===== config.mk =====
export PLATFORM = sky130hd
export DESIGN_NAME = equiv_check_sched_flat
export DESIGN_NICKNAME = d
export VERILOG_FILES = /design/src/rtl/equiv_check_sched_if.sv /design/src/rtl/equiv_check_sched.sv /design/src/flat_wrapper.sv
export SDC_FILE = /design/constraint.sdc
export NUM_CORES = 1
export LEC_CHECK = 0
export BUFFER_PORTS_ARGS = -buffer_cell sky130_fd_sc_hd__buf_4
export CORE_MARGIN = 1
export CORE_UTILIZATION = 53
export CTS_CLUSTER_DIAMETER = 100
export DETAILED_ROUTE_END_ITERATION = 8
export PLACE_DENSITY = 0.86
export SYNTH_ARGS = -nofsm -noshare
export SYNTH_HDL_FRONTEND = slang
export SYNTH_SLANG_ARGS = --single-unit

===== constraint.sdc =====
create_clock -name clk -period 3.7 [get_ports clk]
set_clock_uncertainty 0.1 [all_clocks]
set_input_delay 0.74 -clock clk [delete_from_list [all_inputs] [get_ports clk]]
set_output_delay 0.74 -clock clk [all_outputs]
set_load 0.01 [all_outputs]

===== src/rtl/equiv_check_sched_if.sv =====
// Bus bundle for equiv_check_sched: run control, verdict and the stimulus /
// response pair of the dual-copy equivalence harness.
//   master : run controller + the two copies (drives start/abort/num_vec/y_1/y_2)
//   slave  : the sequencer (drives wire0..wire4 and the verdict outputs)
interface equiv_check_sched_if #(
  parameter int CNT_W = 16
) ();
  logic             start;
  logic             abort;
  logic [CNT_W-1:0] num_vec;
  logic [18:0]      wire0;
  logic [19:0]      wire1;
  logic [17:0]      wire2;
  logic [11:0]      wire3;
  logic [14:0]      wire4;
  logic [90:0]      y_1;
  logic [90:0]      y_2;
  logic             busy;
  logic             done;
  logic             pass;
  logic [CNT_W-1:0] err_cnt;
  logic [CNT_W-1:0] first_fail_idx;
  logic             first_fail_vld;

  modport slave (
    input  start, abort, num_vec, y_1, y_2,
    output wire0, wire1, wire2, wire3, wire4,
    output busy, done, pass, err_cnt, first_fail_idx, first_fail_vld
  );

  modport master (
    output start, abort, num_vec, y_1, y_2,
    input  wire0, wire1, wire2, wire3, wire4,
    input  busy, done, pass, err_cnt, first_fail_idx, first_fail_vld
  );
endinterface


===== src/rtl/equiv_check_sched.sv =====
// Sequencer for the dual-copy equivalence harness. Drives LFSR vectors onto
// wire0..wire4 (shared by both copies), waits SETTLE cycles, compares y_1
// against y_2 and reports a pass/fail verdict with error count and the index
// of the first failing vector.
//
// Ports: clk, rst_n (synchronous, active low), bus (equiv_check_sched_if.slave):
//   start/abort/num_vec in; y_1/y_2 in; wire0..wire4 out;
//   busy/done/pass/err_cnt/first_fail_idx/first_fail_vld out.
//
// Build option: STOP_ON_FAIL_EN -- the first mismatch ends the run at once
// and the LFSR keeps the failing vector so it can be replayed.
//
// state    | meaning
// ---------+------------------------------------------------------
// S_IDLE   | waiting for start; verdict of the last run held
// S_APPLY  | current vector on wire0..wire4, first cycle
// S_SETTLE | letting both copies settle for SETTLE cycles
// S_CHECK  | compare y_1 vs y_2, advance LFSR and vector index
// S_DONE   | one-cycle done pulse, verdict valid
module equiv_check_sched #(
  parameter int          SETTLE = 2,
  parameter logic [83:0] SEED   = 84'h1,
  parameter int          CNT_W  = 16
) (
  input logic                clk,
  input logic                rst_n,
  equiv_check_sched_if.slave bus
);
  // An all-zero LFSR would lock up, so a zero seed is replaced by 1.
  localparam logic [83:0]      SEED_EFF    = (SEED == '0) ? 84'h1 : SEED;
  localparam logic [3:0]       SETTLE_LAST = (SETTLE > 0) ? 4'(SETTLE - 1) : 4'd0;
  localparam logic [CNT_W-1:0] CNT_MAX     = '1;

  typedef enum logic [2:0] {
    S_IDLE,
    S_APPLY,
    S_SETTLE,
    S_CHECK,
    S_DONE
  } state_t;

  state_t           state, state_d;
  logic [83:0]      stim, stim_d;
  logic [83:0]      vec, vec_d;
  logic [CNT_W-1:0] num_lat, num_lat_d;
  logic [CNT_W-1:0] vec_idx, vec_idx_d;
  logic [CNT_W-1:0] err_cnt, err_cnt_d;
  logic [CNT_W-1:0] ffi, ffi_d;
  logic             ffv, ffv_d;
  logic             pass, pass_d;
  logic [3:0]       settle_cnt, settle_cnt_d;
  logic             mismatch;
  logic             stop_now;
  logic [83:0]      stim_adv;

  assign mismatch = (bus.y_1 != bus.y_2);
  // Fibonacci LFSR, taps 84 and 71.
  assign stim_adv = {stim[82:0], stim[83] ^ stim[70]};

`ifdef STOP_ON_FAIL_EN
  assign stop_now = mismatch;
`else
  assign stop_now = 1'b0;
`endif

  always_ff @(posedge clk) begin
    if (!rst_n) begin
      state      <= S_IDLE;
      stim       <= SEED_EFF;
      vec        <= SEED_EFF;
      num_lat    <= '0;
      vec_idx    <= '0;
      err_cnt    <= '0;
      ffi        <= '0;
      ffv        <= 1'b0;
      pass       <= 1'b0;
      settle_cnt <= '0;
    end else begin
      state      <= state_d;
      stim       <= stim_d;
      vec        <= vec_d;
      num_lat    <= num_lat_d;
      vec_idx    <= vec_idx_d;
      err_cnt    <= err_cnt_d;
      ffi        <= ffi_d;
      ffv        <= ffv_d;
      pass       <= pass_d;
      settle_cnt <= settle_cnt_d;
    end
  end

  always_comb begin
    state_d      = state;
    stim_d       = stim;
    vec_d        = vec;
    num_lat_d    = num_lat;
    vec_idx_d    = vec_idx;
    err_cnt_d    = err_cnt;
    ffi_d        = ffi;
    ffv_d        = ffv;
    pass_d       = pass;
    settle_cnt_d = settle_cnt;

    if (state != S_IDLE && bus.abort) begin
      // Abort drops the run without a done pulse; counters keep their values.
      state_d = S_IDLE;
      pass_d  = 1'b0;
    end else begin
      case (state)
        S_IDLE: begin
          if (bus.start && !bus.abort) begin
            num_lat_d    = bus.num_vec;
            err_cnt_d    = '0;
            ffi_d        = '0;
            ffv_d        = 1'b0;
            pass_d       = 1'b0;
            vec_idx_d    = '0;
            settle_cnt_d = '0;
            if (bus.num_vec == '0) begin
              state_d = S_DONE;
              pass_d  = 1'b1;
            end else begin
              state_d = S_APPLY;
              vec_d   = stim;
            end
          end
        end
        S_APPLY: state_d = (SETTLE > 0) ? S_SETTLE : S_CHECK;
        S_SETTLE: begin
          if (settle_cnt == SETTLE_LAST) begin
            settle_cnt_d = '0;
            state_d      = S_CHECK;
          end else begin
            settle_cnt_d = settle_cnt + 4'd1;
          end
        end
        S_CHECK: begin
          if (mismatch) begin
            if (err_cnt != CNT_MAX) err_cnt_d = err_cnt + CNT_W'(1);
            if (!ffv) begin
              ffv_d = 1'b1;
              ffi_d = vec_idx;
            end
          end
          if (stop_now) begin
            // LFSR and index hold so the failing vector stays available.
            state_d = S_DONE;
            pass_d  = 1'b0;
          end else begin
            stim_d    = stim_adv;
            vec_idx_d = vec_idx + CNT_W'(1);
            if (vec_idx == num_lat - CNT_W'(1)) begin
              state_d = S_DONE;
              pass_d  = (err_cnt == '0) && !mismatch;
            end else begin
              state_d = S_APPLY;
              vec_d   = stim_adv;
            end
          end
        end
        S_DONE:  state_d = S_IDLE;
        default: state_d = S_IDLE;
      endcase
    end
  end

  assign bus.wire0          = vec[18:0];
  assign bus.wire1          = vec[38:19];
  assign bus.wire2          = vec[56:39];
  assign bus.wire3          = vec[68:57];
  assign bus.wire4          = vec[83:69];
  assign bus.busy           = (state != S_IDLE);
  assign bus.done           = (state == S_DONE);
  assign bus.pass           = pass;
  assign bus.err_cnt        = err_cnt;
  assign bus.first_fail_idx = ffi;
  assign bus.first_fail_vld = ffv;
endmodule


===== src/flat_wrapper.sv =====
// flat-port wrapper written by rule: the top's interface ports become plain ports
module equiv_check_sched_flat 
#(
  parameter int          SETTLE = 2,
  parameter logic [83:0] SEED   = 84'h1,
  parameter int          CNT_W  = 16
)
  (clk, rst_n, bus_start, bus_abort, bus_num_vec, bus_y_1, bus_y_2, bus_wire0, bus_wire1, bus_wire2, bus_wire3, bus_wire4, bus_busy, bus_done, bus_pass, bus_err_cnt, bus_first_fail_idx, bus_first_fail_vld);
  equiv_check_sched_if #(.CNT_W(CNT_W)) bus_i ();
  input logic clk;
  input logic rst_n;
  input wire logic [$bits(bus_i.start)-1:0] bus_start;
  input wire logic [$bits(bus_i.abort)-1:0] bus_abort;
  input wire logic [$bits(bus_i.num_vec)-1:0] bus_num_vec;
  input wire logic [$bits(bus_i.y_1)-1:0] bus_y_1;
  input wire logic [$bits(bus_i.y_2)-1:0] bus_y_2;
  output wire logic [$bits(bus_i.wire0)-1:0] bus_wire0;
  output wire logic [$bits(bus_i.wire1)-1:0] bus_wire1;
  output wire logic [$bits(bus_i.wire2)-1:0] bus_wire2;
  output wire logic [$bits(bus_i.wire3)-1:0] bus_wire3;
  output wire logic [$bits(bus_i.wire4)-1:0] bus_wire4;
  output wire logic [$bits(bus_i.busy)-1:0] bus_busy;
  output wire logic [$bits(bus_i.done)-1:0] bus_done;
  output wire logic [$bits(bus_i.pass)-1:0] bus_pass;
  output wire logic [$bits(bus_i.err_cnt)-1:0] bus_err_cnt;
  output wire logic [$bits(bus_i.first_fail_idx)-1:0] bus_first_fail_idx;
  output wire logic [$bits(bus_i.first_fail_vld)-1:0] bus_first_fail_vld;
  assign bus_i.start = bus_start;
  assign bus_i.abort = bus_abort;
  assign bus_i.num_vec = bus_num_vec;
  assign bus_i.y_1 = bus_y_1;
  assign bus_i.y_2 = bus_y_2;
  assign bus_wire0 = bus_i.wire0;
  assign bus_wire1 = bus_i.wire1;
  assign bus_wire2 = bus_i.wire2;
  assign bus_wire3 = bus_i.wire3;
  assign bus_wire4 = bus_i.wire4;
  assign bus_busy = bus_i.busy;
  assign bus_done = bus_i.done;
  assign bus_pass = bus_i.pass;
  assign bus_err_cnt = bus_i.err_cnt;
  assign bus_first_fail_idx = bus_i.first_fail_idx;
  assign bus_first_fail_vld = bus_i.first_fail_vld;
  equiv_check_sched #(.SETTLE(SETTLE), .SEED(SEED), .CNT_W(CNT_W)) u_core (.clk(clk), .rst_n(rst_n), .bus(bus_i));
endmodule

==> results of run 1 <==
## synth_stat cells, types with 5 or more instances
library cell,instances,area (um2)
nand4_1,18,112.6
buf_2,14,70.07
nor2_1,52,195.2
xnor2_1,22,192.7
a211oi_1,5,37.54
mux2i_1,84,840.8
o2111ai_1,6,52.55
a21oi_1,203,1016
nand3_1,22,110.1
a2111o_1,9,101.4
inv_1,26,97.59
ha_1,6,75.07
nand2_1,245,919.6
dfxtp_1,241,4825
and3_1,5,31.28
nor4_1,35,219.0
o22ai_1,16,100.1
clkbuf_1,90,337.8
xor2_1,105,919.6
o21ai_0,15,75.07
a311oi_1,84,735.7
nor3_1,9,45.04
## area by class of cell
class	count	area, um2
Fill cell	1629	6215
Inverter	27	106.4
Multi-Input combinational cell	998	6292
Sequential cell	241	4825
Timing Repair Buffer	341	2648
Clock inverter	10	186.4
Tap cell	275	344.1
Clock buffer	32	670.6
## worst max-delay path, stage by stage, from the launching register on
cell	delay (ns)
dfxtp_1	0.42
inv_1	0.10
ha_1	0.26
nor4b_1	0.67
o2111ai_1	0.27
o2111ai_1	0.28
a211oi_2	0.09
nand4_4	0.17
buf_4	0.47
a21oi_1	0.16
a311oi_1	0.31
## per-stage QoR
stage	cell area, um2	std cells	utilization, %	hold slack [ns]
2_1_floorplan	11620	1374	-	0.3481
3_3_place_gp	14210	1882	66.78	0.3459
3_5_place_dp	14210	1882	66.78	0.3521
4_1_cts	15070	1924	70.80	0.3622
5_1_grt	15070	1924	70.80	0.3750
6_report	15070	1924	70.80	0.3604
## layer usage
layer	part of all wire [%]	vias up
met5	0	-
met4	1.9	0
met3	8.2	57
met2	47	392
met1	43	5257
li1	-	5452
## final timing paths
kind                                      from                            to  slack (ns)  depth (start not counted)
hold reg to reg   u_core.bus.first_fail_idx[0]  u_core.bus.first_fail_idx[0]        0.36                          2
hold / removal    u_core.bus.first_fail_idx[0]  u_core.bus.first_fail_idx[0]        0.36                          2
setup / recovery             u_core.num_lat[0]                u_core.vec[55]        0.30                         10
setup reg to reg             u_core.num_lat[0]                u_core.vec[55]        0.30                         10
## registers in the layout, summed over array words and instances (netlist names)
signal,cells
u_core.bus.first_fail_idx,16
u_core.num_lat,16
u_core.settle_cnt,4
u_core.state,3
u_core.stim,84
u_core.vec_idx,16
u_core.bus.first_fail_vld,1
u_core.vec,84
u_core.bus.pass,1
u_core.bus.err_cnt,16
## power groups by stage
stage	Sequential [W]	Combinational, W	Clock (W)
3_3_place_gp	0.00278	0.000754	0
6_report	0.00273	0.000779	0.00262
4_1_cts	0.00273	0.000775	0.00265
2_1_floorplan	0.00280	0.000351	0
5_1_grt	0.00274	0.000838	0.00276
3_5_place_dp	0.00278	0.000771	0
## cell families after synthesis
logic type	synth area share, %
simple gates	16.22
buf+inv	4.513
mux	7.238
fa+ha+maj	0.6462
compound gates	20.09
xor+xnor	9.768
flops	41.53
## cell usage in the layout, fill, tap and decap left out, drive strengths merged, types with 5 or more instances in the layout
master,instances
a211oi,7
and3,5
a311oi,84
o22ai,16
nand2,245
a2111o,9
a21oi,203
o2111ai,6
bufinv,5
dfxtp,241
xnor2,22
nor2,52
xor2,105
o21ai,16
clkinv,5
nand3,22
nor3,10
mux2i,84
inv,27
buf,341
nor4,36
nand4,19
ha,6
clkbuf,32
==> results.tsv, run 1 <==
stage	metric	value	unit
status	status	complete, no violations	
critical_path	cp_max_fo	54	
detailed_routing	vias_per_cell	5.799	
detailed_routing	drc	0	
critical_path	cp-start-kind	register	
floorplanning	row_count	53	
finish	insertedDiodeCount	0	
timing	worst_pin_slew	1.174	ns
yosys	yosysUniqueCellTypes	53	
run	cap_violations	0	
grt	grt_pass1_vias	10260	
critical_path	worstSetupPathType	reg2reg	
clock_network	clock-sinks	241	
detailed_routing	ant_nets	0	
power	pwr-share-clk	42.8	%
clock_network	cts_resized	0	
yosys	syn_nets	1582	
timing	final_max_slew_viol_count	0	
yosys	netlist_area	11620	um2
power	p_seq_share	44.5	%
power	max-vdd-ir-drop	0.3182	mV
critical_path	arrival	3.72	ns
floorplanning	design.die.area	22520	um2
grt	gr-usage-met3	6.585	%
yosys	seq_area_frac_synth	41.53	%
clock_network	insertion_delay	0.52	ns
finish	nets	1841	
clock_network	cts_max_level	1	
finish	syn2layout_area_growth	29.74	%
grt	grt_max_degree	115	
power	p_sw	0.001451	W
yosys	ys_warn_count	0	
power	power.density	406.7	nW/um2
timing	finalSetupTns	0	ns
place	gp_congestion	0.9563	
clock_network	path_clk_slew	0.06	ns
power	intPower	0.004678	W
timing	finalSetupViolCount	0	
clock_network	cts-root-buf	clkbuf_16	
critical_path	required	4.01	ns
clock_network	cts_setup_buffers	0	
place	numPortBuffers	321	
timing	min_period_over_period	92.02	%
grt	grtUsageMet1	39.38	%
timing	min_period	3.405	ns
grt	antenna_found_initial	0	
finish	drive_gt1_share	23.77	%
detailed_routing	initialDrtViolationCount	732	
detailed_routing	wl_per_cell	17.78	um
clock_network	cts_tree	done	
timing	slew_headroom	21.71	%
floorplanning	io_pins	322	
floorplanning	core	21290	um2
yosys	synth_ff_type	dfxtp_1	
critical_path	crit_path_end_kind	register	
detailed_routing	dr.pass1.iters	6	
power	p_leak	6.358	nW
clock_network	holdBufCountCts	0	
timing	fin_ws	0.2952	ns
grt	grtUsageMet2	47.22	%
clock_network	cts_buffers	24	
place	dpl.hpwl	24290	um
detailed_routing	dr_total_vias	11160	
timing	finalHoldViolations	0	
yosys	ys_ff_latch	241	
clock_network	ctsLongestPathBuffers	3	
yosys	synth_edf_count	0	
grt	track_usage	29.22	%
worst_hold_path	min_path_type	reg2reg	
grt	grt_pass1_wl	52720	um
floorplanning	chipHeight	150.1	um
yosys	synth_cells	1374	
floorplanning	die_x	150.1	um
yosys	avgSynthCellArea	8.455	um2
power	switching_share	23.68	%
yosys	async_flop_share	0	%
timing	fmax	293.7	MHz
grt	grt-ovfl-total	0	
power	finalPower	0.006130	W
place	dp_slack	0.3343	ns
floorplanning	start_util	54.58	%
detailed_routing	wl	34210	um
power	power.share.combinational	12.7	%
timing	rsz0062_at_grt	no	
grt	grt_busiest_layer	met2	
Note: power is estimated with default switching activity, not from simulation.
==> inputs of run 2 (changes only) <==
--- a/config.mk
+++ b/config.mk
@@ -7,10 +7,10 @@
 export LEC_CHECK = 0
 export BUFFER_PORTS_ARGS = -buffer_cell sky130_fd_sc_hd__buf_4
 export CORE_MARGIN = 1
-export CORE_UTILIZATION = 53
+export CORE_UTILIZATION = 50
 export CTS_CLUSTER_DIAMETER = 100
 export DETAILED_ROUTE_END_ITERATION = 8
-export PLACE_DENSITY = 0.86
+export PLACE_DENSITY = 0.82
 export SYNTH_ARGS = -nofsm -noshare
 export SYNTH_HDL_FRONTEND = slang
 export SYNTH_SLANG_ARGS = --single-unit
==> run 2 against run 1 <==
  * Worst setup slack improved by 0.41 ns
  * Utilization fell by 4.5 points
  * Sequential power about the same
  * Clock-buffer cell count up 4
  * Global-route usage shrank 1.9 points
  * Clock power about the same
==> results.tsv, run 2 (synthesized netlist as in run 1, its figures left out) <==
stage	metric	value	unit	change
finish	nets	1842		was 1841
clock_network	cts_buffers	25		was 24
worst_hold_path	hold_path_end	u_core.bus.first_fail_idx[7]		was u_core.bus.first_fail_idx[0]
grt	grt-ovfl-total	0		unchanged
grt	grt_max_degree	112		was 115
place	dp_slack	0.6474	ns	was 0.3343 ns
detailed_routing	dr.pass1.iters	5		was 6
clock_network	path_clk_slew	0.06	ns	about the same
power	max-vdd-ir-drop	0.5818	mV	was 0.3182 mV
critical_path	worstSetupPathType	reg2reg		unchanged
detailed_routing	dr_total_vias	11100		was 11160
floorplanning	core	22710	um2	was 21290 um2
clock_network	insertion_delay	0.52	ns	about the same
finish	insertedDiodeCount	0		unchanged
detailed_routing	drc	0		unchanged
detailed_routing	wl_per_cell	17.53	um	was 17.78 um
clock_network	cts-root-buf	clkbuf_16		unchanged
timing	finalSetupViolCount	0		unchanged
critical_path	r2r_slack	0.70	ns	was 0.30 ns
critical_path	arrival	3.26	ns	was 3.72 ns
critical_path	crit_path_end_kind	register		unchanged
critical_path	reg2reg_from	u_core.num_lat[0]		unchanged
floorplanning	chipHeight	154.4	um	was 150.1 um
clock_network	holdBufCountCts	0		unchanged
finish	reg.largest.list	u_core.stim x84, u_core.vec x84		unchanged
timing	fmax	333.4	MHz	was 293.7 MHz
worst_hold_path	min_path_type	reg2reg		unchanged
timing	rsz0062_at_grt	no		unchanged
detailed_routing	vias_per_cell	5.728		was 5.799
timing	finalSetupTns	0	ns	unchanged
worst_hold_path	whs_path_depth	2		unchanged
timing	min_period	2.999	ns	was 3.405 ns
clock_network	clock-sinks	241		unchanged
clock_network	cts_tree	done		unchanged
finish	final_common_cell	buf_4		unchanged
place	dpl.hpwl	24200	um	was 24290 um
power	p_leak	6.349	nW	was 6.358 nW
grt	grt_pass1_wl	53050	um	was 52720 um
place	gp_congestion	0.9236		was 0.9563
finish	drive_gt1_share	23.91	%	was 23.77%
clock_network	ctsLongestPathBuffers	3		unchanged
clock_network	cts_max_level	1		unchanged
grt	antenna_found_initial	1		was 0
grt	track_usage	27.37	%	was 29.22%
floorplanning	design.die.area	23850	um2	was 22520 um2
detailed_routing	initialDrtViolationCount	952		was 732
finish	fillerInstances	1851		was 1629
timing	worst_pin_slew	0.9086	ns	was 1.174 ns
worst_hold_path	min_from	u_core.bus.first_fail_idx[7]		was u_core.bus.first_fail_idx[0]
floorplanning	io_pins	322		unchanged
place	numPortBuffers	321		unchanged
critical_path	r2r-end	u_core.vec[55]		unchanged
power	power.density	404.9	nW/um2	was 406.7 nW/um2
floorplanning	start_util	51.16	%	was 54.58%
timing	slew_headroom	39.43	%	was 21.71%
detailed_routing	ant_nets	0		unchanged
timing	finalHoldViolations	0		unchanged
floorplanning	row_count	55		was 53
clock_network	cts_resized	0		unchanged
finish	final_cell_mix	337 x buf_4, 245 x nand2_1, 241 x dfxtp_1, 203 x a21oi_1, 105 x xor2_1		was 334 x buf_4, 245 x nand2_1, 241 x dfxtp_1, 203 x a21oi_1, 105 x xor2_1
run	cap_violations	0		unchanged
critical_path	reg2regPathDepth	10		unchanged
finish	syn2layout_area_growth	29.57	%	was 29.74%
timing	min_period_over_period	81.07	%	was 92.02%
clock_network	cts_setup_buffers	0		unchanged
critical_path	cp-start-kind	register		unchanged
timing	fin_ws	0.7005	ns	was 0.2952 ns
timing	final_max_slew_viol_count	0		unchanged
critical_path	cp_max_fo	28		was 54
floorplanning	die_x	154.4	um	was 150.1 um
grt	grt_pass1_vias	10070		was 10260
detailed_routing	wl	33960	um	was 34210 um
status	status	complete, no violations		unchanged
critical_path	required	3.96	ns	was 4.01 ns
==> run 2: cell count changes in the layout (fill, tap and decap cells not counted) <==
cell and delta:
buf_12 -3, clkbuf_16 +1, bufinv_16 -2, inv_6 +1, buf_4 +3, clkinv_8 -1, clkbuf_8 +3, clkinvlp_4 +1
==> run 2: power by group <==
group / switching, W / internal (W)
clock: 0.00101 / 0.00159
combinational: 0.000383 / 0.000382
sequential: 0.0000610 / 0.00267
total: 0.00146 / 0.00464
==> run 2: critical path, cell delays in order, from the launching register on <==
cell	delay, ns
dfxtp_1	0.53
inv_1	0.10
ha_1	0.27
or4b_1	0.49
nor3_1	0.14
a31oi_1	0.08
a211oi_2	0.31
nand4_4	0.22
buf_4	0.30
a21oi_1	0.22
a311oi_1	0.08
==> run 2: area by class of cell <==
class | instances | area [um2] | area share, %
Clock inverter | 9 | 126.4 | 0.8395
Tap cell | 285 | 356.6 | 2.369
Inverter | 27 | 106.4 | 0.7065
Clock buffer | 36 | 737.0 | 4.896
Sequential cell | 241 | 4825 | 32.05
Multi-Input combinational cell | 998 | 6292 | 41.80
Timing Repair Buffer | 341 | 2610 | 17.34
==> run 2: worst max-delay path by stage <==
stage,startpoint,to,slack [ns],cells past startpoint
global route,u_core.num_lat[0],u_core.vec[30],0.55,10
global placement,bus_y_2[55],u_core.bus.pass,0.66,9
floorplan,bus_y_2[55],u_core.bus.err_cnt[11],0.92,8
finish,u_core.num_lat[0],u_core.vec[55],0.70,10
CTS,u_core.num_lat[0],u_core.vec[55],0.72,10
detailed placement,bus_y_2[32],u_core.bus.first_fail_idx[8],0.65,9
==> run 2: through the flow <==
stage	instance area (um2)	std cells	power, W	util (%)	hold slack (ns)
floorplan	11620	1374	0.003148	-	0.3481
global placement	14190	1892	0.003528	62.48	0.3455
detailed placement	14190	1892	0.003542	62.48	0.3488
CTS	15050	1937	0.006133	66.29	0.3574
global route	15050	1937	0.006322	66.29	0.3723
finish	15050	1937	0.006096	66.29	0.3559
==> run 2: per-layer routing <==
layer	track usage (%)	wire (um)	vias to the layer above	share of wire (%)
met2	41.76	15070	350	44
met1	39.21	15650	5225	46
met4	7.072	774	2	2.3
met5	0	13	-	0.038
li1	-	-	5453	-
met3	5.632	2445	66	7.2
